[config.mk]
export PLATFORM = sky130hd
export DESIGN_NAME = dmem_arbiter
export DESIGN_NICKNAME = d
export VERILOG_FILES = /design/src/rtl/dmem_arbiter.sv
export SDC_FILE = /design/constraint.sdc
export NUM_CORES = 1
export LEC_CHECK = 0
export ABC_AREA = 1
export CAP_MARGIN = 40
export CORE_ASPECT_RATIO = 0.8
export CORE_UTILIZATION = 38
export CTS_CLUSTER_DIAMETER = 200
export DETAILED_ROUTE_END_ITERATION = 10
export GPL_TIMING_DRIVEN = 0
export MAX_ROUTING_LAYER = met4
export PLACE_DENSITY_LB_ADDON = 0.3
export SLEW_MARGIN = 30
export SYNTH_ARGS = -nofsm -noshare
export SYNTH_HDL_FRONTEND = slang
export SYNTH_SLANG_ARGS = --single-unit
[constraint.sdc]
create_clock -name clk -period 1.6 [get_ports clk]
set_input_delay 0.32 -clock clk [delete_from_list [all_inputs] [get_ports clk]]
set_output_delay 0.32 -clock clk [all_outputs]
set_load 0.005 [all_outputs]
[src/rtl/dmem_arbiter.sv]
// rtl/dmem_arbiter.sv - two-port round-robin arbiter sharing the single data memory port
module dmem_arbiter #(
    parameter int DATA_WIDTH = 32,
    parameter bit FIXED_PRIO = 1'b0
) (
    input  logic                  clk,
    input  logic                  rst_n,
    input  logic                  r0_req,
    input  logic                  r0_we,
    input  logic [DATA_WIDTH-1:0] r0_addr,
    input  logic [2:0]            r0_ctrl,
    input  logic [DATA_WIDTH-1:0] r0_wdata,
    output logic                  r0_gnt,
    output logic                  r0_rvalid,
    output logic [DATA_WIDTH-1:0] r0_rdata,
    output logic                  r0_err,
    input  logic                  r1_req,
    input  logic                  r1_we,
    input  logic [DATA_WIDTH-1:0] r1_addr,
    input  logic [2:0]            r1_ctrl,
    input  logic [DATA_WIDTH-1:0] r1_wdata,
    output logic                  r1_gnt,
    output logic                  r1_rvalid,
    output logic [DATA_WIDTH-1:0] r1_rdata,
    output logic                  r1_err,
    output logic [DATA_WIDTH-1:0] mem_a,
    output logic                  mem_we,
    output logic [2:0]            mem_ctrl,
    output logic [DATA_WIDTH-1:0] mem_wd,
    input  logic [DATA_WIDTH-1:0] mem_rd
);
    typedef enum logic [1:0] {
        IDLE   = 2'd0,
        ACCESS = 2'd1,
        RESP   = 2'd2
    } state_t;

    state_t                state_q, state_d;
    logic                  rr_q, rr_d;
    logic                  owner_q, owner_d;
    logic                  we_q, we_d;
    logic [DATA_WIDTH-1:0] addr_q, addr_d;
    logic [2:0]            ctrl_q, ctrl_d;
    logic [DATA_WIDTH-1:0] wdata_q, wdata_d;
    logic                  err_q, err_d;
    logic [DATA_WIDTH-1:0] rdata_q, rdata_d;

    logic                  any_req, both_req, win;
    logic                  gnt0, gnt1;
    logic                  sel_we, sel_err;
    logic [DATA_WIDTH-1:0] sel_addr, sel_wdata;
    logic [2:0]            sel_ctrl;

    // Pick the winning port and decode whether its access is misaligned or illegal
    always_comb begin
        both_req = r0_req & r1_req;
        any_req  = r0_req | r1_req;
        if (both_req) begin
            win = FIXED_PRIO ? 1'b0 : rr_q;
        end else begin
            win = r1_req;
        end
        sel_we    = win ? r1_we    : r0_we;
        sel_addr  = win ? r1_addr  : r0_addr;
        sel_ctrl  = win ? r1_ctrl  : r0_ctrl;
        sel_wdata = win ? r1_wdata : r0_wdata;
        case (sel_ctrl[1:0])
            2'b00:   sel_err = 1'b0;
            2'b01:   sel_err = sel_addr[0];
            2'b10:   sel_err = |sel_addr[1:0];
            default: sel_err = 1'b1;
        endcase
    end

    // Next state: grant and latch in IDLE/RESP, run the memory cycle in ACCESS
    always_comb begin
        state_d = state_q;
        rr_d    = rr_q;
        owner_d = owner_q;
        we_d    = we_q;
        addr_d  = addr_q;
        ctrl_d  = ctrl_q;
        wdata_d = wdata_q;
        err_d   = err_q;
        rdata_d = rdata_q;
        gnt0    = 1'b0;
        gnt1    = 1'b0;
        case (state_q)
            IDLE, RESP: begin
                if (any_req) begin
                    gnt0    = ~win;
                    gnt1    = win;
                    owner_d = win;
                    we_d    = sel_we;
                    addr_d  = sel_addr;
                    ctrl_d  = sel_ctrl;
                    wdata_d = sel_wdata;
                    err_d   = sel_err;
                    state_d = ACCESS;
                    // the loser of a contested round is favoured next time
                    if (both_req && !FIXED_PRIO) begin
                        rr_d = ~win;
                    end
                end else begin
                    state_d = IDLE;
                end
            end
            ACCESS: begin
                rdata_d = (we_q | err_q) ? '0 : mem_rd;
                state_d = RESP;
            end
            default: state_d = IDLE;
        endcase
    end

    // State, round-robin pointer and latched request registers
    always_ff @(posedge clk or negedge rst_n) begin
        if (!rst_n) begin
            state_q <= IDLE;
            rr_q    <= 1'b0;
            owner_q <= 1'b0;
            we_q    <= 1'b0;
            addr_q  <= '0;
            ctrl_q  <= '0;
            wdata_q <= '0;
            err_q   <= 1'b0;
            rdata_q <= '0;
        end else begin
            state_q <= state_d;
            rr_q    <= rr_d;
            owner_q <= owner_d;
            we_q    <= we_d;
            addr_q  <= addr_d;
            ctrl_q  <= ctrl_d;
            wdata_q <= wdata_d;
            err_q   <= err_d;
            rdata_q <= rdata_d;
        end
    end

    // Grants are combinational but held low while reset is asserted
    assign r0_gnt    = gnt0 & rst_n;
    assign r1_gnt    = gnt1 & rst_n;
    assign r0_rvalid = (state_q == RESP) & ~owner_q;
    assign r1_rvalid = (state_q == RESP) & owner_q;
    assign r0_rdata  = r0_rvalid ? rdata_q : '0;
    assign r1_rdata  = r1_rvalid ? rdata_q : '0;
    assign r0_err    = r0_rvalid & err_q;
    assign r1_err    = r1_rvalid & err_q;
    // Memory sees the latched request; only ACCESS of a legal store writes
    assign mem_a     = addr_q;
    assign mem_ctrl  = ctrl_q;
    assign mem_wd    = wdata_q;
    assign mem_we    = (state_q == ACCESS) & we_q & ~err_q;
endmodule
==> results of run 1 <==
[registers in the layout, indices dropped and copies added, names as in the netlist]
name,cells
rr_q,1
mem_ctrl,3
err_q,1
owner_q,1
state_q,2
we_q,1
mem_wd,32
mem_a,32
rdata_q,32
[what timing repair did]
item                                    in CTS  in global routing
buffers inserted                            43                 17
hold endpoints to repair                    38                 38
endpoints found under the setup margin      71                155
cloned                                       5                  2
pin swaps                                   23                 23
resized for setup                          341                146
[metrics by stage]
| stage | total power, mW | setup WS, ns | std cells |
|---|---|---|---|
| finish | 10.8 | -0.556 | 1188 |
| global route | 11.4 | -0.625 | 1188 |
| CTS | 10.4 | -0.625 | 1179 |
| detailed placement | 7.63 | -0.997 | 1117 |
| global placement | 7.56 | -4.37 | 1116 |
| floorplan | 5.37 | 0.172 | 632 |
[where the power goes]
part	internal (mW)	total [mW]	switching (mW)
logic	2.34	4.64	2.30
clock network	1.31	2.35	1.04
registers	3.41	3.80	0.393
total	7.07	10.8	3.74
[path summary, 6_finish.rpt]
kind	start	endpoint	slack [ns]	cells past startpoint
max	state_q[0]	r1_rdata[3]	-0.56	8
min reg2reg	mem_a[2]	mem_a[2]	0.50	2
min	rst_n	rdata_q[7]	-0.12	1
max reg2reg	rr_q	mem_a[6]	0.07	9
min in group clk	r0_req	rr_q	0.49	3
max in group asynchronous	rst_n	state_q[0]	1.01	2
[synthesized netlist by cell type, drive strengths merged]
| library cell | n | area [µm²] |
|---|---|---|
| nand3 | 228 | 1140 |
| buf | 39 | 228 |
| nand3b | 1 | 7.51 |
| o21a | 1 | 7.51 |
| inv | 46 | 173 |
| nor3 | 3 | 15.0 |
| xor2 | 1 | 8.76 |
| dfrtp | 105 | 2630 |
| a21oi | 1 | 5.00 |
| nor2 | 71 | 267 |
| clkbuf | 12 | 45.0 |
| nand2 | 87 | 332 |
| o21ai | 37 | 185 |
[worst reg2reg max path, delay by kind of cell, from the launching register on]
family | cells | cell delay (ns)
buffers and inverters | 5 | 0.71
flip-flops | 1 | 0.35
AND/OR/NAND/NOR | 4 | 0.40
[logic make-up (layout without fill, tap and decap cells)]
group | count (synthesis) | after routing | share of synthesized area (%)
buffers and inverters | 97 | 476 | 8.84
AOI/OAI and AO/OA | 39 | 39 | 3.92
DFF | 105 | 105 | 52.1
and+or+nand+nor | 390 | 390 | 34.9
xor gates and xnor gates | 1 | 1 | 0.174
other | 0 | 2 | 0
[per-layer routing]
layer / routed length (µm) / track usage [%]
met5: 0 / -
met4: 609 / 8.87
met3: 1630 / 7.37
met2: 10600 / 50.5
met1: 8420 / 35.4
[final cells by class]
type / count / area (µm²)
buffer: 48 / 329
antenna: 2 / 5.00
sequential: 105 / 2630
fill: 931 / 3410
inverter: 46 / 185
clock inverter: 5 / 61.3
tap: 175 / 219
multi-input combinational: 430 / 2370
clock buffer: 11 / 253
timing repair buffer: 366 / 3460
==> impl_metrics.json, run 1 <==
{
  "status": "finished with violations",
  "violations": "hold timing, setup timing",
  "cpLargestDelayFamily": "buffers and inverters",
  "hold_viol_final": 38,
  "setup_viol": 71,
  "final_common_cell": "clkdlybuf4s50_1",
  "max_freq_mhz": 464,
  "clock_skew_ns": 0.00555,
  "wl_per_cell_um": 17.9,
  "cts_buffer_depth": 2,
  "crit_arrival_ns": 1.84,
  "cap_viol_max_count": 0,
  "finalInstanceArea_um2": 9510,
  "tns_ns": -25.52,
  "seq_area_frac_synth_pct": 52.1,
  "final_cell_mix": "clkdlybuf4s50_1 (230), nand3_1 (225), dfrtp_1 (104), nand2_1 (80), buf_2 (71)",
  "synthesis.area_um2": 5040,
  "drv_slew": 0,
  "wirelength_mm": 21.2,
  "die_h_um": 105,
  "htreeDepth": 3,
  "cts_inserted_buffers": 9,
  "rsz0062_at_grt": "yes",
  "route.vias.total": 6070,
  "cts.sinks": 105,
  "criticalPathCategory": "flop to output port",
  "fin_crit_ns": 2.16,
  "fp.dieW_um": 131,
  "syn_inst": 632,
  "crit_slowest_cell": "dfrtp_2",
  "grt_max_degree": 41,
  "clk_latency_ns": 0.35,
  "postSynthAreaPerCell_um2": 7.98,
  "critical_path.cell_chain": "nor3_4 -> inv_4 -> buf_6 -> buf_6 -> buf_6 -> buf_6 -> nor2_1 -> buf_2",
  "max_stage_delay_ns": 0.46,
  "yosysWarnings": 0,
  "drc_errors": 0,
  "drive_above_1_share_pct": 26.1,
  "fin_crit_sh_pct": 135,
  "io_buffers": 309,
  "grt_pass1_wl_mm": 30.7,
  "worstPathRequired_ns": 1.28,
  "initial_core_util_pct": 39.0,
  "cts_tree": "yes",
  "via_per_inst": 5.11,
  "cp-end-kind": "output port",
  "fin_hold_ws_ns": -0.121,
  "slew_headroom_pct": 68.9,
  "dieArea_um2": 13700,
  "placed_area_um2": 8380,
  "boundaryPins": 310,
  "grt_overflow": 0,
  "cp_common_cell": "buf_6",
  "fin_util_pct": 73.6,
  "syn2layout_area_growth_pct": 88.7,
  "grt_pass1_vias": 5951,
  "finalNetCount": 1178,
  "clkTransAtPathRegs_ns": 0.07,
  "antenna_found_initial": 2,
  "worstHoldPathType": "input port to async pin",
  "root_buffer": "clkbuf_16",
  "critPathMaxFanout": 8,
  "core_region_area_um2": 12900,
  "ys_ff_latch": 105,
  "startpoint_type": "flop",
  "globalplace.congestion": 0.828,
  "first_iter_violations": 380,
  "syn-num-nets": 804,
  "track_usage_pct": 30.1,
  "place_hpwl_mm": 14.3,
  "yosys.cell_types.count": 17,
  "dr.pass1.iters": 5,
  "tightest_slew_ns": 0.466,
  "setup_ws_ns": -0.556,
  "p_leak_nw": 4.32,
  "rows": 37,
  "powerDensity_nw_per_um2": 1140,
  "path_buf_inv": 6,
  "peakVddDrop_uv": 703,
  "ant_nets": 0
}
Power figures use the tool's default switching activity.
==> run 2, diff against run 1 <==
- GPL_TIMING_DRIVEN: 0 -> default
==> impl_metrics.json, run 2 (synthesized netlist as in run 1, its figures left out) <==
{
  "status": "finished with violations",
  "violations": "setup timing",
  "cap_viol_max_count": 0,
  "rsz0062_at_grt": "yes",
  "dieArea_um2": 13700,
  "grt_pass1_wl_mm": 28.2,
  "grt_max_degree": 88,
  "rows": 37,
  "drv_slew": 0,
  "slew_headroom_pct": 66.3,
  "antenna_cells": 0,
  "finalNetCount": 1121,
  "track_usage_pct": 27.6,
  "globalplace.congestion": 0.780,
  "worstPathRequired_ns": 1.28,
  "initial_core_util_pct": 39.0,
  "antenna_found_initial": 0,
  "grt_pass1_vias": 5442,
  "htreeDepth": 3,
  "first_iter_violations": 291,
  "ant_nets": 0,
  "boundaryPins": 310,
  "startpoint_type": "flop",
  "io_buffers": 309,
  "clk_latency_ns": 0.34,
  "setup_ws_ns": -0.376,
  "cts_inserted_buffers": 9,
  "drc_errors": 0,
  "final_common_cell": "clkdlybuf4s50_1",
  "clkTransAtPathRegs_ns": 0.07,
  "fin_hold_ws_ns": 0.491,
  "dr.pass1.iters": 7,
  "fin_crit_ns": 1.98,
  "wirelength_mm": 19.9,
  "worstHoldPathType": "flop to flop",
  "drive_above_1_share_pct": 21.5,
  "root_buffer": "clkbuf_16",
  "cts_buffer_depth": 2,
  "tns_ns": -20.97,
  "fp.dieW_um": 131,
  "cts.sinks": 105,
  "fin_crit_sh_pct": 124,
  "core_region_area_um2": 12900,
  "clock_skew_ns": 0.00761,
  "peakVddDrop_uv": 625,
  "powerDensity_nw_per_um2": 1170,
  "max_freq_mhz": 506,
  "hold_viol_final": 0,
  "place_hpwl_mm": 12.5,
  "die_h_um": 105,
  "final_cell_mix": "clkdlybuf4s50_1 (230), nand3_1 (228), dfrtp_1 (105), nand2_1 (81), buf_2 (64)",
  "cp-end-kind": "output port",
  "cts_tree": "yes",
  "via_per_inst": 5.11,
  "setup_viol": 70,
  "crit_arrival_ns": 1.66,
  "tightest_slew_ns": 0.506,
  "syn2layout_area_growth_pct": 84.1,
  "critPathMaxFanout": 6,
  "grt_overflow": 0,
  "p_leak_nw": 4.16,
  "wl_per_cell_um": 17.6,
  "route.vias.total": 5773,
  "criticalPathCategory": "flop to output port"
}
run 2: cell types whose count changed in the layout (fill, tap and decap cells not counted), sizes merged:
| cell | previous run | this run |
|---|---|---|
| buf | 157 | 110 |
| bufbuf | 1 | 0 |
| bufinv | 1 | 3 |
| clkbuf | 28 | 18 |
| clkdlybuf4s15 | 1 | 0 |
| clkinv | 2 | 1 |
| clkinvlp | 0 | 1 |
| diode | 2 | 0 |
| dlygate4sd2 | 3 | 2 |
| dlygate4sd3 | 0 | 1 |
run 2: critical path: stages, from the launching register on:
cell	delay, ns
dfrtp_1	0.42
buf_6	0.13
nor3_4	0.24
inv_4	0.12
clkbuf_16	0.18
nor2_1	0.09
buf_2	0.13
run 2: repair_timing:
action	in CTS	in global routing
pin swaps	3	4
hold buffers	1	0
gates resized for setup	313	119
endpoints found under the hold margin	18	0
setup buffers	8	3
setup endpoints to repair	111	150
cloned	4	11
run 2: final cells by class:
class / instances / area, µm²
inverter: 46 / 185
sequential: 105 / 2630
multi-input combinational: 430 / 2350
timing repair buffer: 357 / 3550
clock inverter: 7 / 124
fill: 990 / 3630
clock buffer: 9 / 225
tap: 175 / 219
run 2: path summary, 6_finish.rpt:
| kind | cells after the start | slack (ns) | endpoint | from |
|---|---|---|---|---|
| worst max-delay path | 6 | -0.38 | r1_rdata[5] | state_q[0] |
| worst min-delay path | 1 | 0.49 | mem_a[0] | mem_a[0] |
| worst max register to register | 9 | 0.06 | mem_wd[3] | state_q[0] |
| worst min register to register | 1 | 0.49 | mem_a[0] | mem_a[0] |
| max in group asynchronous | 4 | 0.29 | mem_wd[27] | rst_n |
| min in group asynchronous | 3 | 0.53 | rdata_q[7] | rst_n |
run 2: per-layer routing:
layer	part of all wire [%]	global-route usage (%)
met4	2.2	7.88
met2	49	45.4
met3	8.0	6.71
met5	0	-
met1	40	33.6
run 2: through the flow:
step | instance area [µm²] | util (%) | total power, mW | std cells | setup WS [ns]
finish | 9280 | 71.9 | 10.9 | 1129 | -0.376
global route | 9280 | 71.9 | 11.5 | 1129 | -0.441
CTS | 8720 | 67.5 | 10.4 | 1118 | -0.400
detailed placement | 8340 | 64.6 | 7.61 | 1090 | -0.497
global placement | 8340 | 64.6 | 7.53 | 1090 | -0.461
floorplan | 5040 | - | 5.37 | 632 | 0.172
run 2: power by group:
group	switching, mW	leakage (nW)	internal, mW
combinational	2.24	2.67	2.28
sequential	0.381	1.32	3.41
clock	1.03	0.167	1.55
total	3.65	4.16	7.23
==> run 3, diff against run 2 <==
- ABC_AREA: 1 -> default
- CORE_UTILIZATION: 38 -> 36
==> impl_metrics.json, run 3 <==
{
  "setup_ws_ns": -0.523,
  "clock_power_share_pct": 22.5,
  "tns_ns": -25.51,
  "place_hpwl_mm": 12.3,
  "dr.pass1.iters": 5,
  "first_iter_violations": 349,
  "core_region_area_um2": 12800,
  "r2r_end": "err_q",
  "ys_async_sr_fraction_pct": 100,
  "violations": "setup timing",
  "antenna_found_initial": 1,
  "synth_top_area_share_pct": 55.5,
  "root_buffer": "clkbuf_16",
  "crit_slowest_cell": "dfrtp_1",
  "drc_errors": 0,
  "crit_arrival_ns": 1.80,
  "wirelength_mm": 21.0,
  "rows": 37,
  "synth_adder_area_share_pct": 0,
  "fin_crit_ns": 2.12,
  "route.vias.total": 5323,
  "cp-end-kind": "output port",
  "max_freq_mhz": 471,
  "clock_skew_ns": 0.0117,
  "htreeDepth": 3,
  "criticalPathCategory": "flop to output port",
  "status": "finished with violations",
  "clk_latency_ns": 0.35,
  "postSynthAreaPerCell_um2": 10.0,
  "r2r_slack_ns": -0.09,
  "initial_core_util_pct": 36.9,
  "powerDensity_nw_per_um2": 1060,
  "track_usage_pct": 28.8,
  "synth_simple_gate_area_share_pct": 21.9,
  "synth_mux_area_share_pct": 0.449,
  "fin_crit_sh_pct": 133,
  "dieArea_um2": 13600,
  "crit_path_start": "state_q[0]",
  "ant_nets": 0,
  "synth_xor_area_share_pct": 0.185,
  "grt_pass1_wl_mm": 28.5,
  "yosysWarnings": 0,
  "startpoint_type": "flop",
  "rsz0062_at_grt": "yes",
  "combPwrFrac_pct": 38.9,
  "io_buffers": 309,
  "cts_buffer_depth": 2,
  "synthesis.area_um2": 4740,
  "yosys.cell_types.count": 32,
  "seqPwrFrac_pct": 38.6,
  "final_common_cell": "clkdlybuf4s50_1",
  "setup_viol": 117,
  "power.net_switching_mw": 3.21,
  "worstHoldPathType": "input port to async pin",
  "critical_path.cell_chain": "buf_6 -> nor3b_4 -> buf_6 -> buf_6 -> buf_16 -> buf_6 -> and2_4 -> buf_6",
  "globalplace.congestion": 0.868,
  "clkTransAtPathRegs_ns": 0.07,
  "p_int_mw": 7.06,
  "synth_compound_area_share_pct": 18.0,
  "worstPathRequired_ns": 1.28,
  "p_sw_share_pct": 31.3,
  "cp_common_cell": "buf_6",
  "die_h_um": 105,
  "finalNetCount": 995,
  "cts_inserted_buffers": 9,
  "syn_inst": 472,
  "r2r-start": "state_q[0]",
  "cp-endpoint": "r0_rdata[10]",
  "ys_top_cells_by_count": "nand2_1 (131), dfrtp_1 (105), and2_1 (68)",
  "syn-num-nets": 644,
  "synth_most_common_cell": "nand2_1",
  "cts_tree": "yes",
  "fp.dieW_um": 130,
  "max_stage_delay_ns": 0.42,
  "peakVddDrop_uv": 712,
  "syn2layout_area_growth_pct": 105,
  "ys_ff_latch": 105,
  "slew_headroom_pct": 64.6,
  "finalInstanceArea_um2": 9690,
  "seq_area_frac_synth_pct": 55.5,
  "synth_ff_type": "dfrtp_1",
  "synth_top_area_cell": "dfrtp_1",
  "cts.sinks": 105,
  "boundaryPins": 310,
  "critPathMaxFanout": 8,
  "post-place-ws_ns": -0.580,
  "grt_pass1_vias": 5242,
  "drive_above_1_share_pct": 35.4,
  "tightest_slew_ns": 0.531,
  "final_cell_mix": "clkdlybuf4s50_1 (205), nand2_1 (131), dfrtp_1 (105), buf_6 (76), a22oi_2 (64)",
  "grt_overflow": 0,
  "synth-edff-count": 0,
  "cap_viol_max_count": 0,
  "synth_top_family_by_area": "simple AND/OR/NAND/NOR gates",
  "drv_slew": 0,
  "wl_per_cell_um": 20.9,
  "synthTopCellsByArea": "dfrtp_1 (55%), nand2_1 (10%), a22oi_1 (10%)",
  "hold_viol_final": 0,
  "total_power_mw": 10.3,
  "reg2reg_depth": 7,
  "placed_area_um2": 8120,
  "via_per_inst": 5.30,
  "fillers": 800,
  "p_leak_nw": 4.65,
  "grt_max_degree": 66
}
==> run 3: cell types whose count changed in the layout (fill, tap and decap cells not counted), sizes merged, moves of 25 or more <==
cell and delta:
clkdlybuf4s50 -25, nor2 -67, nand2 +44, and2 +68, o21ai -33, inv -42
a22oi +64, nand3 -228, a22o +32
==> run 3: final cells by class <==
class                   instances  area, µm²  share of cell area, %
clock buffers                  10        239                   2.47
flip-flops and latches        105       2630                   27.1
well taps                     175        219                   2.26
repair buffers                375       4070                   42.0
multi-input cells             328       2450                   25.3
inverters                       4       15.0                  0.155
diodes                          1       2.50                 0.0258
clock inverters                 6       65.1                  0.671
==> run 3: what timing repair did <==
item,4_1_cts,5_1_grt
cloned,8,10
endpoints found under the hold margin,11,0
resized for setup,389,158
pin swaps,39,126
hold buffers,1,0
setup endpoints to repair,159,168
setup buffers,19,15
==> run 3: power groups by stage <==
stage / sequential (mW) / combinational [mW] / clock, mW
floorplan: 3.80 / 1.13 / 0
global placement: 3.81 / 3.05 / 0
detailed placement: 3.86 / 3.13 / 0
CTS: 3.83 / 3.51 / 2.35
global route: 4.03 / 4.24 / 2.47
finish: 3.96 / 4.00 / 2.31
==> run 3: worst min-delay path by stage <==
stage                     cells past startpoint  slack, ns         end  startpoint
after floorplan                               0       0.02       err_q       rst_n
after global placement                        2       0.34  mem_wd[30]       rst_n
after detailed placement                      2       0.34   mem_a[20]       rst_n
after CTS                                     2       0.04   mem_wd[2]       rst_n
after global routing                          2       0.06   mem_wd[2]       rst_n
final                                         2       0.04   mem_wd[6]       rst_n
==> run 3: kinds of logic (layout without fill, tap and decap cells) <==
| group | after synthesis | after routing |
|---|---|---|
| and+or+nand+nor | 217 | 218 |
| AOI/OAI and AO/OA | 107 | 107 |
| DFF | 105 | 105 |
| buffers and inverters | 40 | 395 |
| muxes | 2 | 2 |
| xor gates and xnor gates | 1 | 1 |
| other | 0 | 1 |
==> run 3: critical path, delay by kind of cell (launching register included) <==
kind,cells,cell delay (ns)
DFF,1,0.42
and+or+nand+nor,2,0.35
buffers and inverters,6,0.68
==> run 3: metal layers <==
metal,up-vias,part of all wire (%),GRT usage [%]
met2,294,52,47.9
li1,2326,-,-
met4,0,3.5,10.9
met1,2643,37,33.5
met5,-,0,-
met3,60,7.6,7.17
==> run 3: per-stage QoR <==
stage	utilization, %	hold slack, ns	instances
finish	75.6	0.0368	1004
global route	75.6	0.0623	1004
CTS	69.5	0.0420	987
detailed placement	63.3	0.342	943
global placement	63.2	0.336	942
floorplan	-	0.0244	472
